==> config.mk <==
export PLATFORM = sky130hd
export DESIGN_NAME = axi_read_arbiter
export DESIGN_NICKNAME = d
export VERILOG_FILES = /design/src/rtl/axi_read_arbiter_pkg.sv /design/src/rtl/axi_read_arbiter.sv
export SDC_FILE = /design/constraint.sdc
export NUM_CORES = 1
export LEC_CHECK = 0
export CAP_MARGIN = 30
export CORE_AREA = 2 2 99 101
export CTS_CLUSTER_SIZE = 12
export DETAILED_ROUTE_END_ITERATION = 16
export DIE_AREA = 0 0 101 103
export GPL_TIMING_DRIVEN = 0
export PLACE_DENSITY_LB_ADDON = 0.05
export SKIP_CTS_REPAIR_TIMING = 1
export SKIP_LAST_GASP = 1
export SLEW_MARGIN = 20
export SYNTH_ARGS = -nofsm -noshare
export SYNTH_HDL_FRONTEND = slang
export SYNTH_SLANG_ARGS = --single-unit
==> constraint.sdc <==
create_clock -name clk -period 1.2 [get_ports clk]
set_clock_uncertainty 0.15 [all_clocks]
set_input_delay 0.18 -clock clk [delete_from_list [all_inputs] [get_ports clk]]
set_output_delay 0.18 -clock clk [all_outputs]
set_load 0.005 [all_outputs]
==> src/rtl/axi_read_arbiter_pkg.sv <==
// ---------------------------------------------------------------------------
// axi_read_arbiter_pkg
// Shared types and helpers for the two-master AXI read arbiter.
//
// Contents:
//   arb_state_t   - arbiter FSM states (IDLE / ADDR / DATA)
//   arb_master_t  - requester identifiers (ARB_IBUS / ARB_DBUS)
//   ARB_RESET_*   - grant values loaded while rst is high
//   arb_pick()    - winner selection for one IDLE cycle
//
// Build option: `AXI_ARB_ROUND_ROBIN_EN (consumed by axi_read_arbiter) picks
// round-robin arbitration. When it is left undefined, dbus has fixed priority.
// ---------------------------------------------------------------------------
package axi_read_arbiter_pkg;

  typedef enum logic [1:0] {
    ARB_IDLE = 2'd0,
    ARB_ADDR = 2'd1,
    ARB_DATA = 2'd2
  } arb_state_t;

  typedef enum logic {
    ARB_IBUS = 1'b0,
    ARB_DBUS = 1'b1
  } arb_master_t;

  localparam arb_master_t ARB_RESET_GRANT = ARB_IBUS;
  localparam arb_master_t ARB_RESET_LAST  = ARB_DBUS;

  // A lone requester always wins. When both request in the same cycle,
  // round-robin gives the grant to whichever master was not served last.
  // Fixed priority always gives it to dbus.
  function automatic arb_master_t arb_pick(input logic        ibus_req,
                                           input logic        dbus_req,
                                           input arb_master_t last_grant,
                                           input logic        round_robin);
    arb_master_t pick;
    pick = ARB_IBUS;
    if (ibus_req && dbus_req) begin
      if (round_robin) begin
        pick = (last_grant == ARB_IBUS) ? ARB_DBUS : ARB_IBUS;
      end else begin
        pick = ARB_DBUS;
      end
    end else if (dbus_req) begin
      pick = ARB_DBUS;
    end
    return pick;
  endfunction

endpackage

==> src/rtl/axi_read_arbiter.sv <==
// ---------------------------------------------------------------------------
// axi_read_arbiter
// Shares one AXI read port (axi_mem_*) between an instruction master
// (axi_ibus_*) and a data master (axi_dbus_*). Only one burst is outstanding
// at a time. Once a master is granted, it keeps the grant until the last beat
// of its burst has been accepted.
//
// Parameters:
//   ADDR_WIDTH - AR address width on every port (default 32)
//   DATA_WIDTH - R data width on every port (default 32)
//
// Ports:
//   clk, rst               - single rising-edge clock, synchronous active-high reset
//   axi_ibus_ar*/arready   - I-side read address channel (arready is an output)
//   axi_ibus_r*/rready     - I-side read data channel (rready is an input)
//   axi_dbus_*             - D-side, same shape as the I-side
//   axi_mem_ar*/arready    - shared memory read address channel (arvalid is an output)
//   axi_mem_r*/rready      - shared memory read data channel (rready is an output)
//
// Build option: `AXI_ARB_ROUND_ROBIN_EN enables round-robin arbitration and the
// last_grant_reg history. Without it, dbus has fixed priority over ibus.
// ---------------------------------------------------------------------------
module axi_read_arbiter
  import axi_read_arbiter_pkg::*;
#(
  parameter int ADDR_WIDTH = 32,
  parameter int DATA_WIDTH = 32
) (
  input  logic                  clk,
  input  logic                  rst,

  input  logic [ADDR_WIDTH-1:0] axi_ibus_araddr,
  input  logic [7:0]            axi_ibus_arlen,
  input  logic [2:0]            axi_ibus_arsize,
  input  logic [1:0]            axi_ibus_arburst,
  input  logic                  axi_ibus_arvalid,
  output logic                  axi_ibus_arready,
  output logic [DATA_WIDTH-1:0] axi_ibus_rdata,
  output logic [1:0]            axi_ibus_rresp,
  output logic                  axi_ibus_rvalid,
  output logic                  axi_ibus_rlast,
  input  logic                  axi_ibus_rready,

  input  logic [ADDR_WIDTH-1:0] axi_dbus_araddr,
  input  logic [7:0]            axi_dbus_arlen,
  input  logic [2:0]            axi_dbus_arsize,
  input  logic [1:0]            axi_dbus_arburst,
  input  logic                  axi_dbus_arvalid,
  output logic                  axi_dbus_arready,
  output logic [DATA_WIDTH-1:0] axi_dbus_rdata,
  output logic [1:0]            axi_dbus_rresp,
  output logic                  axi_dbus_rvalid,
  output logic                  axi_dbus_rlast,
  input  logic                  axi_dbus_rready,

  output logic [ADDR_WIDTH-1:0] axi_mem_araddr,
  output logic [7:0]            axi_mem_arlen,
  output logic [2:0]            axi_mem_arsize,
  output logic [1:0]            axi_mem_arburst,
  output logic                  axi_mem_arvalid,
  input  logic                  axi_mem_arready,
  input  logic [DATA_WIDTH-1:0] axi_mem_rdata,
  input  logic [1:0]            axi_mem_rresp,
  input  logic                  axi_mem_rvalid,
  input  logic                  axi_mem_rlast,
  output logic                  axi_mem_rready
);

  arb_state_t  state;
  arb_master_t grant_reg;
  arb_master_t winner;

  logic in_addr;
  logic in_data;
  logic grant_dbus;
  logic granted_arvalid;
  logic granted_rready;
  logic ar_fire;
  logic r_done;

`ifdef AXI_ARB_ROUND_ROBIN_EN
  arb_master_t last_grant_reg;

  // The master served most recently is the one that yields on a tie.
  assign winner = arb_pick(axi_ibus_arvalid, axi_dbus_arvalid, last_grant_reg, 1'b1);
`else
  // With fixed priority there is no history, so the tie rule ignores last_grant.
  assign winner = arb_pick(axi_ibus_arvalid, axi_dbus_arvalid, ARB_RESET_LAST, 1'b0);
`endif

  // Phase qualifiers. Both are forced low while rst is high, so every
  // valid/ready output drops in the same cycle that reset is asserted,
  // instead of waiting for the clock edge that moves the FSM back to IDLE.
  assign in_addr    = (state == ARB_ADDR) && !rst;
  assign in_data    = (state == ARB_DATA) && !rst;
  assign grant_dbus = (grant_reg == ARB_DBUS);

  assign ar_fire = axi_mem_arvalid && axi_mem_arready;
  assign r_done  = axi_mem_rvalid && axi_mem_rready && axi_mem_rlast;

  // Main arbiter FSM. IDLE latches the winner into grant_reg, so the memory
  // address phase starts one cycle after the request is seen. ADDR waits for
  // the memory to accept the address. DATA ends on the accepted rlast beat.
  // A burst is never preempted because the winner is only sampled in IDLE.
  always_ff @(posedge clk) begin
    if (rst) begin
      state     <= ARB_IDLE;
      grant_reg <= ARB_RESET_GRANT;
`ifdef AXI_ARB_ROUND_ROBIN_EN
      last_grant_reg <= ARB_RESET_LAST;
`endif
    end else begin
      case (state)
        ARB_IDLE: begin
          if (axi_ibus_arvalid || axi_dbus_arvalid) begin
            grant_reg <= winner;
            state     <= ARB_ADDR;
          end
        end
        ARB_ADDR: begin
          if (ar_fire) begin
            state <= ARB_DATA;
          end
        end
        ARB_DATA: begin
          if (r_done) begin
            state <= ARB_IDLE;
`ifdef AXI_ARB_ROUND_ROBIN_EN
            last_grant_reg <= grant_reg;
`endif
          end
        end
        default: begin
          state <= ARB_IDLE;
        end
      endcase
    end
  end

  // Forward the granted master's address channel and handshake signals to
  // memory. The selection depends only on grant_reg. The phase gating is
  // applied separately below.
  always_comb begin
    axi_mem_araddr  = axi_ibus_araddr;
    axi_mem_arlen   = axi_ibus_arlen;
    axi_mem_arsize  = axi_ibus_arsize;
    axi_mem_arburst = axi_ibus_arburst;
    granted_arvalid = axi_ibus_arvalid;
    granted_rready  = axi_ibus_rready;
    if (grant_dbus) begin
      axi_mem_araddr  = axi_dbus_araddr;
      axi_mem_arlen   = axi_dbus_arlen;
      axi_mem_arsize  = axi_dbus_arsize;
      axi_mem_arburst = axi_dbus_arburst;
      granted_arvalid = axi_dbus_arvalid;
      granted_rready  = axi_dbus_rready;
    end
  end

  // Address handshake: memory sees arvalid only in ADDR, and only the granted
  // master sees memory's arready.
  assign axi_mem_arvalid  = in_addr && granted_arvalid;
  assign axi_ibus_arready = in_addr && !grant_dbus && axi_mem_arready;
  assign axi_dbus_arready = in_addr &&  grant_dbus && axi_mem_arready;

  // Data return: the data and response buses are shared by both masters.
  // Only the granted master sees rvalid and rlast, and only during DATA.
  // Memory's rready follows that same master.
  assign axi_mem_rready  = in_data && granted_rready;

  assign axi_ibus_rdata  = axi_mem_rdata;
  assign axi_ibus_rresp  = axi_mem_rresp;
  assign axi_ibus_rvalid = in_data && !grant_dbus && axi_mem_rvalid;
  assign axi_ibus_rlast  = in_data && !grant_dbus && axi_mem_rlast;

  assign axi_dbus_rdata  = axi_mem_rdata;
  assign axi_dbus_rresp  = axi_mem_rresp;
  assign axi_dbus_rvalid = in_data &&  grant_dbus && axi_mem_rvalid;
  assign axi_dbus_rlast  = in_data &&  grant_dbus && axi_mem_rlast;

endmodule

==> run_summary.xml, run 1 <==
<?xml version="1.0" encoding="UTF-8"?>
<metrics>
  <group name="timing">
    <metric name="timing_hold_violations_final" unit="">0</metric>
    <metric name="finalSetupViolCount" unit="">56</metric>
    <metric name="final.period_utilization" unit="%">147.4</metric>
    <metric name="rsz0062_at_grt" unit="">true</metric>
    <metric name="setup_tns" unit="ps">-25330</metric>
    <metric name="worst-slew-pin-transition" unit="ps">246.4</metric>
    <metric name="post-route-worst-setup-slack" unit="ps">-568.9</metric>
    <metric name="post-route-min-period" unit="ps">1769</metric>
    <metric name="timing.max_slew.rel_slack" unit="%">83.56</metric>
    <metric name="fmax" unit="MHz">565.3</metric>
    <metric name="maxSlewViolCount" unit="">0</metric>
  </group>
  <group name="worst_setup_path">
    <metric name="critical_path_peak_fanout" unit="">8</metric>
    <metric name="series_of_cell_instances_along_the_critical_path" unit="">buf_12, buf_8, buf_8, buf_6, mux2_4, buf_6</metric>
    <metric name="worst-endpoint-arrival" unit="ps">1440</metric>
    <metric name="worst_r2r_startpoint" unit="">grant_dbus</metric>
    <metric name="slowest_stage" unit="">sky130_fd_sc_hd__dfxtp_2</metric>
    <metric name="worstSetupEndpointType" unit="">primary output</metric>
    <metric name="critPathBufInv" unit="">5</metric>
    <metric name="critPathLaunch" unit="">grant_dbus</metric>
    <metric name="worst_setup_path_start_kind" unit="">flip-flop</metric>
    <metric name="slowest_delay" unit="ps">310</metric>
    <metric name="worst_ep_required_time" unit="ps">870</metric>
    <metric name="crit_type" unit="">reg2out</metric>
    <metric name="crit_family" unit="">buffers and inverters</metric>
  </group>
  <group name="layout">
    <metric name="num-nets-final" unit="">532</metric>
    <metric name="n_fill_cell" unit="">925</metric>
    <metric name="antenna_cells" unit="">0</metric>
    <metric name="register_area" unit="µm²">66.31</metric>
    <metric name="layout.cells.non_filler" unit="">512</metric>
    <metric name="finalCoreUtilization" unit="%">43.96</metric>
    <metric name="multi_input_area" unit="µm²">797.0</metric>
    <metric name="drive_gt1_share" unit="%">51.01</metric>
    <metric name="flow.area_growth_from_synthesis" unit="%">221.7</metric>
  </group>
  <group name="pwr">
    <metric name="switching_power" unit="W">0.0005096</metric>
    <metric name="power_share_of_the_combinational_group" unit="%">80.3</metric>
    <metric name="power.static_leakage" unit="nW">1.970</metric>
    <metric name="powerDensity" unit="nW/µm²">500.2</metric>
    <metric name="total_chip_power" unit="W">0.002080</metric>
    <metric name="clockPowerShare" unit="%">13.9</metric>
    <metric name="cell_internal_pwr" unit="W">0.001570</metric>
    <metric name="ir_drop" unit="µV">187.4</metric>
    <metric name="power.share.switching" unit="%">24.50</metric>
    <metric name="sequential_fraction_of_design_power" unit="%">5.8</metric>
  </group>
  <group name="synth">
    <metric name="main_combinational_cell_family_by_area_after_synthesis" unit="">buffers and inverters</metric>
    <metric name="synth_warnings" unit="">0</metric>
    <metric name="synth_xor_xnor_area_share" unit="%">0</metric>
    <metric name="asr_flop_ratio_synth" unit="%">0</metric>
    <metric name="netlist_top_cells_area" unit="">sky130_fd_sc_hd__buf_4 (41%), sky130_fd_sc_hd__mux2_2 (39%), sky130_fd_sc_hd__dfxtp_1 (4.6%)</metric>
    <metric name="synth.most_common_cell" unit="">sky130_fd_sc_hd__buf_4</metric>
    <metric name="synth_top_area_share" unit="%">40.66</metric>
    <metric name="synth_compound_area_share" unit="%">2.420</metric>
    <metric name="synth_top_flop_cell" unit="">sky130_fd_sc_hd__dfxtp_1</metric>
    <metric name="postSynthAreaPerCell" unit="µm²">8.674</metric>
    <metric name="synth_common_cells" unit="">sky130_fd_sc_hd__buf_4 (70), sky130_fd_sc_hd__mux2_2 (45), sky130_fd_sc_hd__nor2_1 (9)</metric>
    <metric name="synth_cells" unit="">149</metric>
    <metric name="synth.cell_area" unit="µm²">1292</metric>
    <metric name="synth_top_cell_by_area" unit="">sky130_fd_sc_hd__buf_4</metric>
    <metric name="ys_ff_latch" unit="">3</metric>
    <metric name="synth_simple_gate_area_share" unit="%">7.454</metric>
    <metric name="synth_fa_ha_area_share" unit="%">0</metric>
    <metric name="multiplexer_share_of_the_synthesized_area" unit="%">40.76</metric>
    <metric name="synth_sequential_area_ratio" unit="%">4.647</metric>
    <metric name="synth-edff-count" unit="">0</metric>
    <metric name="yosys.cell_types.count" unit="">18</metric>
    <metric name="synth_nets" unit="">282</metric>
  </group>
  <group name="global_routing">
    <metric name="gr-total-overflow" unit="">0</metric>
    <metric name="grt_antenna_before_repair" unit="">0</metric>
    <metric name="grt_start_max_net_pins" unit="">11</metric>
    <metric name="global_route_wire_length_before_repair" unit="µm">8611</metric>
    <metric name="grt_pass1_vias" unit="">1731</metric>
    <metric name="grt.total_usage" unit="%">10.64</metric>
  </group>
  <group name="worst_hold_path">
    <metric name="min_path_type" unit="">in2reg</metric>
    <metric name="worst_hold_startpoint" unit="">rst</metric>
  </group>
  <group name="clocking">
    <metric name="clock_input_transition_at_the_sequential_cells_of_the_worst_setup_and_hold_paths" unit="ps">30</metric>
    <metric name="clock_tree.htree_level_count" unit="">1</metric>
    <metric name="clock_sink_count" unit="">3</metric>
    <metric name="clockRootBuffer" unit="">sky130_fd_sc_hd__clkbuf_8</metric>
    <metric name="clk_latency" unit="ps">210</metric>
    <metric name="clock_tree_from_tritoncts" unit="">done</metric>
    <metric name="clock_path_buffers" unit="">2</metric>
    <metric name="cts_inserted_buffers" unit="">3</metric>
  </group>
  <group name="drt">
    <metric name="postRouteAntennaNets" unit="">0</metric>
    <metric name="count_of_vias_placed_by_the_detailed_router" unit="">1909</metric>
    <metric name="route.detailed.vias_per_inst" unit="">3.729</metric>
    <metric name="post-route-drc-count" unit="">0</metric>
    <metric name="detail_route.first_pass.iterations" unit="">4</metric>
    <metric name="avgRoutedWirePerCell" unit="µm">14.38</metric>
    <metric name="drt_first_iter_violations" unit="">11</metric>
    <metric name="detail_route.wirelength" unit="µm">7364</metric>
  </group>
  <group name="floorplan">
    <metric name="floorplan.die.height" unit="µm">103</metric>
    <metric name="area_of_the_die" unit="µm²">10400</metric>
    <metric name="fp-row-count" unit="">36</metric>
    <metric name="io_pins" unit="">254</metric>
    <metric name="floorplan.die.width" unit="µm">101</metric>
    <metric name="core" unit="µm²">9459</metric>
    <metric name="initial_core_util" unit="%">13.66</metric>
  </group>
  <group name="placement">
    <metric name="gp_congestion" unit="">0.7466</metric>
    <metric name="place_ws" unit="ps">-887.8</metric>
    <metric name="dp_hpwl" unit="µm">6033</metric>
    <metric name="place_inst" unit="">482</metric>
    <metric name="io_buffers" unit="">219</metric>
  </group>
  <group name="run">
    <metric name="max_cap_violation_count" unit="">0</metric>
  </group>
  <group name="status">
    <metric name="outcome" unit="">finished, violations left</metric>
    <metric name="violations" unit="">setup timing</metric>
  </group>
</metrics>
-- power groups by stage --
stage                     clock network, W  registers, W  logic [W]
final                             0.000289      0.000122    0.00167
after global routing              0.000305      0.000123    0.00178
after CTS                         0.000296      0.000119    0.00141
after detailed placement                 0      0.000120    0.00140
after global placement                   0      0.000119    0.00141
after floorplan                          0      0.000118   0.000508
-- registers in the layout, indices dropped and copies added, names as in the netlist --
register / count
grant_dbus: 1
state: 2
-- stage by stage --
step           instance area [µm²]  hold slack, ps
6_report                      4158           134.8
4_1_cts                       3691           346.1
2_1_floorplan                 1311           99.07
5_1_grt                       4158           153.0
3_5_place_dp                  3646           335.0
3_3_place_gp                  3646           326.2
-- cell families after synthesis --
logic type,count (synthesis)
AOI/OAI and AO/OA,5
and+or+nand+nor,19
DFF,3
buffers and inverters,75
muxes,47
-- worst paths after layout --
check,to,slack (ps),cells past startpoint
hold reg to reg,state[0],290,1
setup / recovery,axi_mem_araddr[3],-570,6
hold / removal,grant_dbus,130,2
setup reg to reg,state[1],-170,6
-- metal layers --
layer | track usage (%) | vias up | routed length, µm
li1 | - | 930 | -
met1 | 11.01 | 823 | 2549
met2 | 19.33 | 152 | 3727
met3 | 5.356 | 4 | 1050
met4 | 2.495 | 0 | 37
met5 | 0 | - | 0
-- area by class of cell --
class | instances | share of cell area [%]
plain buffers | 74 | 14.69
clock buffers | 4 | 1.083
inverters | 1 | 0.2107
multi-input cells | 71 | 19.17
flip-flops and latches | 3 | 1.595
well taps | 114 | 3.431
repair buffers | 245 | 59.83
-- layout by cell type (no fill, tap or decap), drive strengths merged, types with 2 or more instances in the layout --
master / n
clkbuf: 20
mux2i: 2
mux2: 45
dlymetal6s2s: 14
nor2: 9
clkdlybuf4s50: 165
buf: 124
nand2: 6
dfxtp: 3
o21ai: 2
(Power assumes the default switching activity.)
==> run 2: changes to the inputs <==
- CELL_PAD_IN_SITES_DETAIL_PLACEMENT: not set -> 0
- CELL_PAD_IN_SITES_GLOBAL_PLACEMENT: not set -> 2
- CORE_AREA: 2 2 99 101 -> not set
- CORE_MARGIN: not set -> 3
- CORE_UTILIZATION: not set -> 10
- DIE_AREA: 0 0 101 103 -> not set
==> run_summary.xml, run 2 (synthesized netlist as in run 1, its figures left out) <==
<?xml version="1.0" encoding="UTF-8"?>
<metrics>
  <group name="timing">
    <metric name="fmax" unit="MHz">561.6</metric>
    <metric name="final.period_utilization" unit="%">148.4</metric>
    <metric name="finalSetupViolCount" unit="">56</metric>
    <metric name="post-route-worst-setup-slack" unit="ps">-580.6</metric>
    <metric name="post-route-min-period" unit="ps">1781</metric>
    <metric name="rsz0062_at_grt" unit="">true</metric>
    <metric name="maxSlewViolCount" unit="">0</metric>
    <metric name="timing_hold_violations_final" unit="">0</metric>
    <metric name="timing.max_slew.rel_slack" unit="%">78.42</metric>
    <metric name="worst-slew-pin-transition" unit="ps">323.1</metric>
  </group>
  <group name="layout">
    <metric name="most_frequent_standard_cell_in_the_layout_excluding_fill_and_tap_cells" unit="">sky130_fd_sc_hd__clkdlybuf4s50_1</metric>
    <metric name="max_reg_flops" unit="">2</metric>
    <metric name="register_area" unit="µm²">68.82</metric>
    <metric name="layout_common_cells" unit="">sky130_fd_sc_hd__clkdlybuf4s50_1 (165), sky130_fd_sc_hd__buf_4 (79), sky130_fd_sc_hd__buf_6 (40)</metric>
    <metric name="n_fill_cell" unit="">1283</metric>
    <metric name="registers.top_by_ff_count" unit="">state</metric>
    <metric name="flow.area_growth_from_synthesis" unit="%">235.1</metric>
    <metric name="multi_input_area" unit="µm²">877.1</metric>
    <metric name="finalCoreUtilization" unit="%">35.18</metric>
    <metric name="drive_gt1_share" unit="%">53.98</metric>
    <metric name="antenna_cells" unit="">0</metric>
    <metric name="num-nets-final" unit="">536</metric>
    <metric name="layout.cells.non_filler" unit="">570</metric>
    <metric name="final_cell_area" unit="µm²">4332</metric>
  </group>
  <group name="clocking">
    <metric name="clk_latency" unit="ps">220</metric>
    <metric name="clockRootBuffer" unit="">sky130_fd_sc_hd__clkbuf_16</metric>
    <metric name="clock_sink_count" unit="">3</metric>
    <metric name="clock_tree_from_tritoncts" unit="">done</metric>
    <metric name="clock_tree.htree_level_count" unit="">1</metric>
    <metric name="clock_path_buffers" unit="">2</metric>
    <metric name="cts_inserted_buffers" unit="">3</metric>
    <metric name="clock_input_transition_at_the_sequential_cells_of_the_worst_setup_and_hold_paths" unit="ps">30</metric>
  </group>
  <group name="floorplan">
    <metric name="initial_core_util" unit="%">10.50</metric>
    <metric name="io_pins" unit="">254</metric>
    <metric name="fp-row-count" unit="">40</metric>
    <metric name="floorplan.die.height" unit="µm">119.7</metric>
    <metric name="core" unit="µm²">12310</metric>
    <metric name="floorplan.die.width" unit="µm">119.7</metric>
    <metric name="area_of_the_die" unit="µm²">14320</metric>
  </group>
  <group name="placement">
    <metric name="io_buffers" unit="">219</metric>
    <metric name="place_inst" unit="">536</metric>
    <metric name="gp_congestion" unit="">0.7559</metric>
    <metric name="dpl-instance-area" unit="µm²">3714</metric>
    <metric name="dp_hpwl" unit="µm">6473</metric>
  </group>
  <group name="drt">
    <metric name="count_of_vias_placed_by_the_detailed_router" unit="">1896</metric>
    <metric name="avgRoutedWirePerCell" unit="µm">13.59</metric>
    <metric name="postRouteAntennaNets" unit="">0</metric>
    <metric name="route.detailed.vias_per_inst" unit="">3.326</metric>
    <metric name="detail_route.first_pass.iterations" unit="">4</metric>
    <metric name="detail_route.wirelength" unit="µm">7749</metric>
    <metric name="drt_first_iter_violations" unit="">18</metric>
    <metric name="post-route-drc-count" unit="">0</metric>
  </group>
  <group name="worst_setup_path">
    <metric name="worst_setup_path_start_kind" unit="">flip-flop</metric>
    <metric name="worst-endpoint-arrival" unit="ps">1450</metric>
    <metric name="slowest_delay" unit="ps">310</metric>
    <metric name="worst_ep_required_time" unit="ps">870</metric>
    <metric name="crit_family" unit="">buffers and inverters</metric>
    <metric name="crit_path_capture" unit="">axi_mem_araddr[21]</metric>
    <metric name="worst-r2r-setup-slack" unit="ps">-240</metric>
    <metric name="critPathMostFrequentCell" unit="">sky130_fd_sc_hd__buf_6</metric>
    <metric name="series_of_cell_instances_along_the_critical_path" unit="">buf_12, buf_6, clkbuf_16, buf_6, mux2_4, buf_6</metric>
    <metric name="crit_type" unit="">reg2out</metric>
    <metric name="critPathLaunch" unit="">grant_dbus</metric>
    <metric name="critical_path.reg2reg.endpoint" unit="">state[1]</metric>
    <metric name="worstSetupEndpointType" unit="">primary output</metric>
    <metric name="worst_r2r_startpoint" unit="">grant_dbus</metric>
    <metric name="r2r_cells" unit="">7</metric>
    <metric name="slowest_stage" unit="">sky130_fd_sc_hd__dfxtp_2</metric>
    <metric name="critPathBufInv" unit="">5</metric>
    <metric name="critical_path_peak_fanout" unit="">7</metric>
    <metric name="worstSetupPathDepth" unit="">6</metric>
  </group>
  <group name="global_routing">
    <metric name="grt.total_usage" unit="%">8.954</metric>
    <metric name="grt_antenna_before_repair" unit="">0</metric>
    <metric name="grt_pass1_vias" unit="">1855</metric>
    <metric name="grt_start_max_net_pins" unit="">11</metric>
    <metric name="grt.met1_usage" unit="%">9.920</metric>
    <metric name="use_met3" unit="%">2.545</metric>
    <metric name="gr-total-overflow" unit="">0</metric>
    <metric name="routing_usage_on_met2" unit="%">16.74</metric>
    <metric name="busiest_layer" unit="">met2</metric>
    <metric name="global_route_wire_length_before_repair" unit="µm">10180</metric>
  </group>
  <group name="worst_hold_path">
    <metric name="min_path_type" unit="">in2reg</metric>
  </group>
  <group name="pwr">
    <metric name="ir_drop" unit="µV">357.0</metric>
    <metric name="powerDensity" unit="nW/µm²">546.0</metric>
    <metric name="power.static_leakage" unit="nW">1.981</metric>
  </group>
  <group name="status">
    <metric name="outcome" unit="">finished, violations left</metric>
    <metric name="violations" unit="">setup timing</metric>
  </group>
  <group name="run">
    <metric name="max_cap_violation_count" unit="">0</metric>
  </group>
</metrics>
[run 2: cell types whose count changed in the layout (fill, tap and decap cells not counted), moves of 2 or more]
cell                             change
sky130_fd_sc_hd__buf_6               +6
sky130_fd_sc_hd__mux2_2              -9
sky130_fd_sc_hd__mux2_4              +9
sky130_fd_sc_hd__dlymetal6s2s_1      -7
sky130_fd_sc_hd__clkbuf_8            -3
sky130_fd_sc_hd__clkbuf_2            +4
sky130_fd_sc_hd__buf_4               +4
sky130_fd_sc_hd__nor2_1              -2
sky130_fd_sc_hd__clkbuf_16           +2
sky130_fd_sc_hd__nor2_4              +2
sky130_fd_sc_hd__buf_8               -2
[run 2: where the power goes]
| group | total (W) | internal, W | switching [W] |
|---|---|---|---|
| Combinational | 0.00172 | 0.00126 | 0.000463 |
| Sequential | 0.000120 | 0.000109 | 0.0000114 |
| Clock | 0.000522 | 0.000438 | 0.0000845 |
[run 2: worst register-to-register path: stages, from the launching register on]
cell	delay [ps]
sky130_fd_sc_hd__dfxtp_2	310
sky130_fd_sc_hd__buf_12	140
sky130_fd_sc_hd__buf_12	130
sky130_fd_sc_hd__buf_6	110
sky130_fd_sc_hd__mux2i_4	180
sky130_fd_sc_hd__buf_6	120
sky130_fd_sc_hd__o21ai_4	110
sky130_fd_sc_hd__o21ai_1	70
[run 2: layout make-up]
class	instances	share of cell area (%)
inverters	1	0.2022
flip-flops and latches	3	1.589
clock buffers	4	1.820
multi-input cells	71	20.25
plain buffers	74	14.21
well taps	168	4.853
repair buffers	249	57.08
[run 2: how the worst min path moves through the flow]
stage | from | end | depth (start not counted)
floorplan | rst | grant_dbus | 1
global placement | state[1] | state[0] | 1
detailed placement | state[1] | state[0] | 1
CTS | state[1] | state[0] | 1
global route | rst | grant_dbus | 2
finish | rst | state[0] | 2
[run 2: metrics by stage]
step                      worst slack (ps)  hold WS [ps]  setup TNS (ps)  power (W)
after floorplan                     -29.55         99.07           -1226  0.0006267
after CTS                           -894.5         358.4          -42450   0.002073
after detailed placement            -871.2         339.9          -31590   0.001534
final                               -580.6         196.2          -25230   0.002365
after global placement              -891.3         338.1          -32260   0.001547
after global routing                -610.6         212.9          -27370   0.002491
[run 2: metal layers]
metal | part of all wire, % | wire length, µm | vias to the layer above
met4 | 0.93 | 72 | 0
met5 | 0 | 0 | -
met1 | 36 | 2776 | 835
met3 | 9.7 | 753 | 4
li1 | - | - | 936
met2 | 53 | 4145 | 121
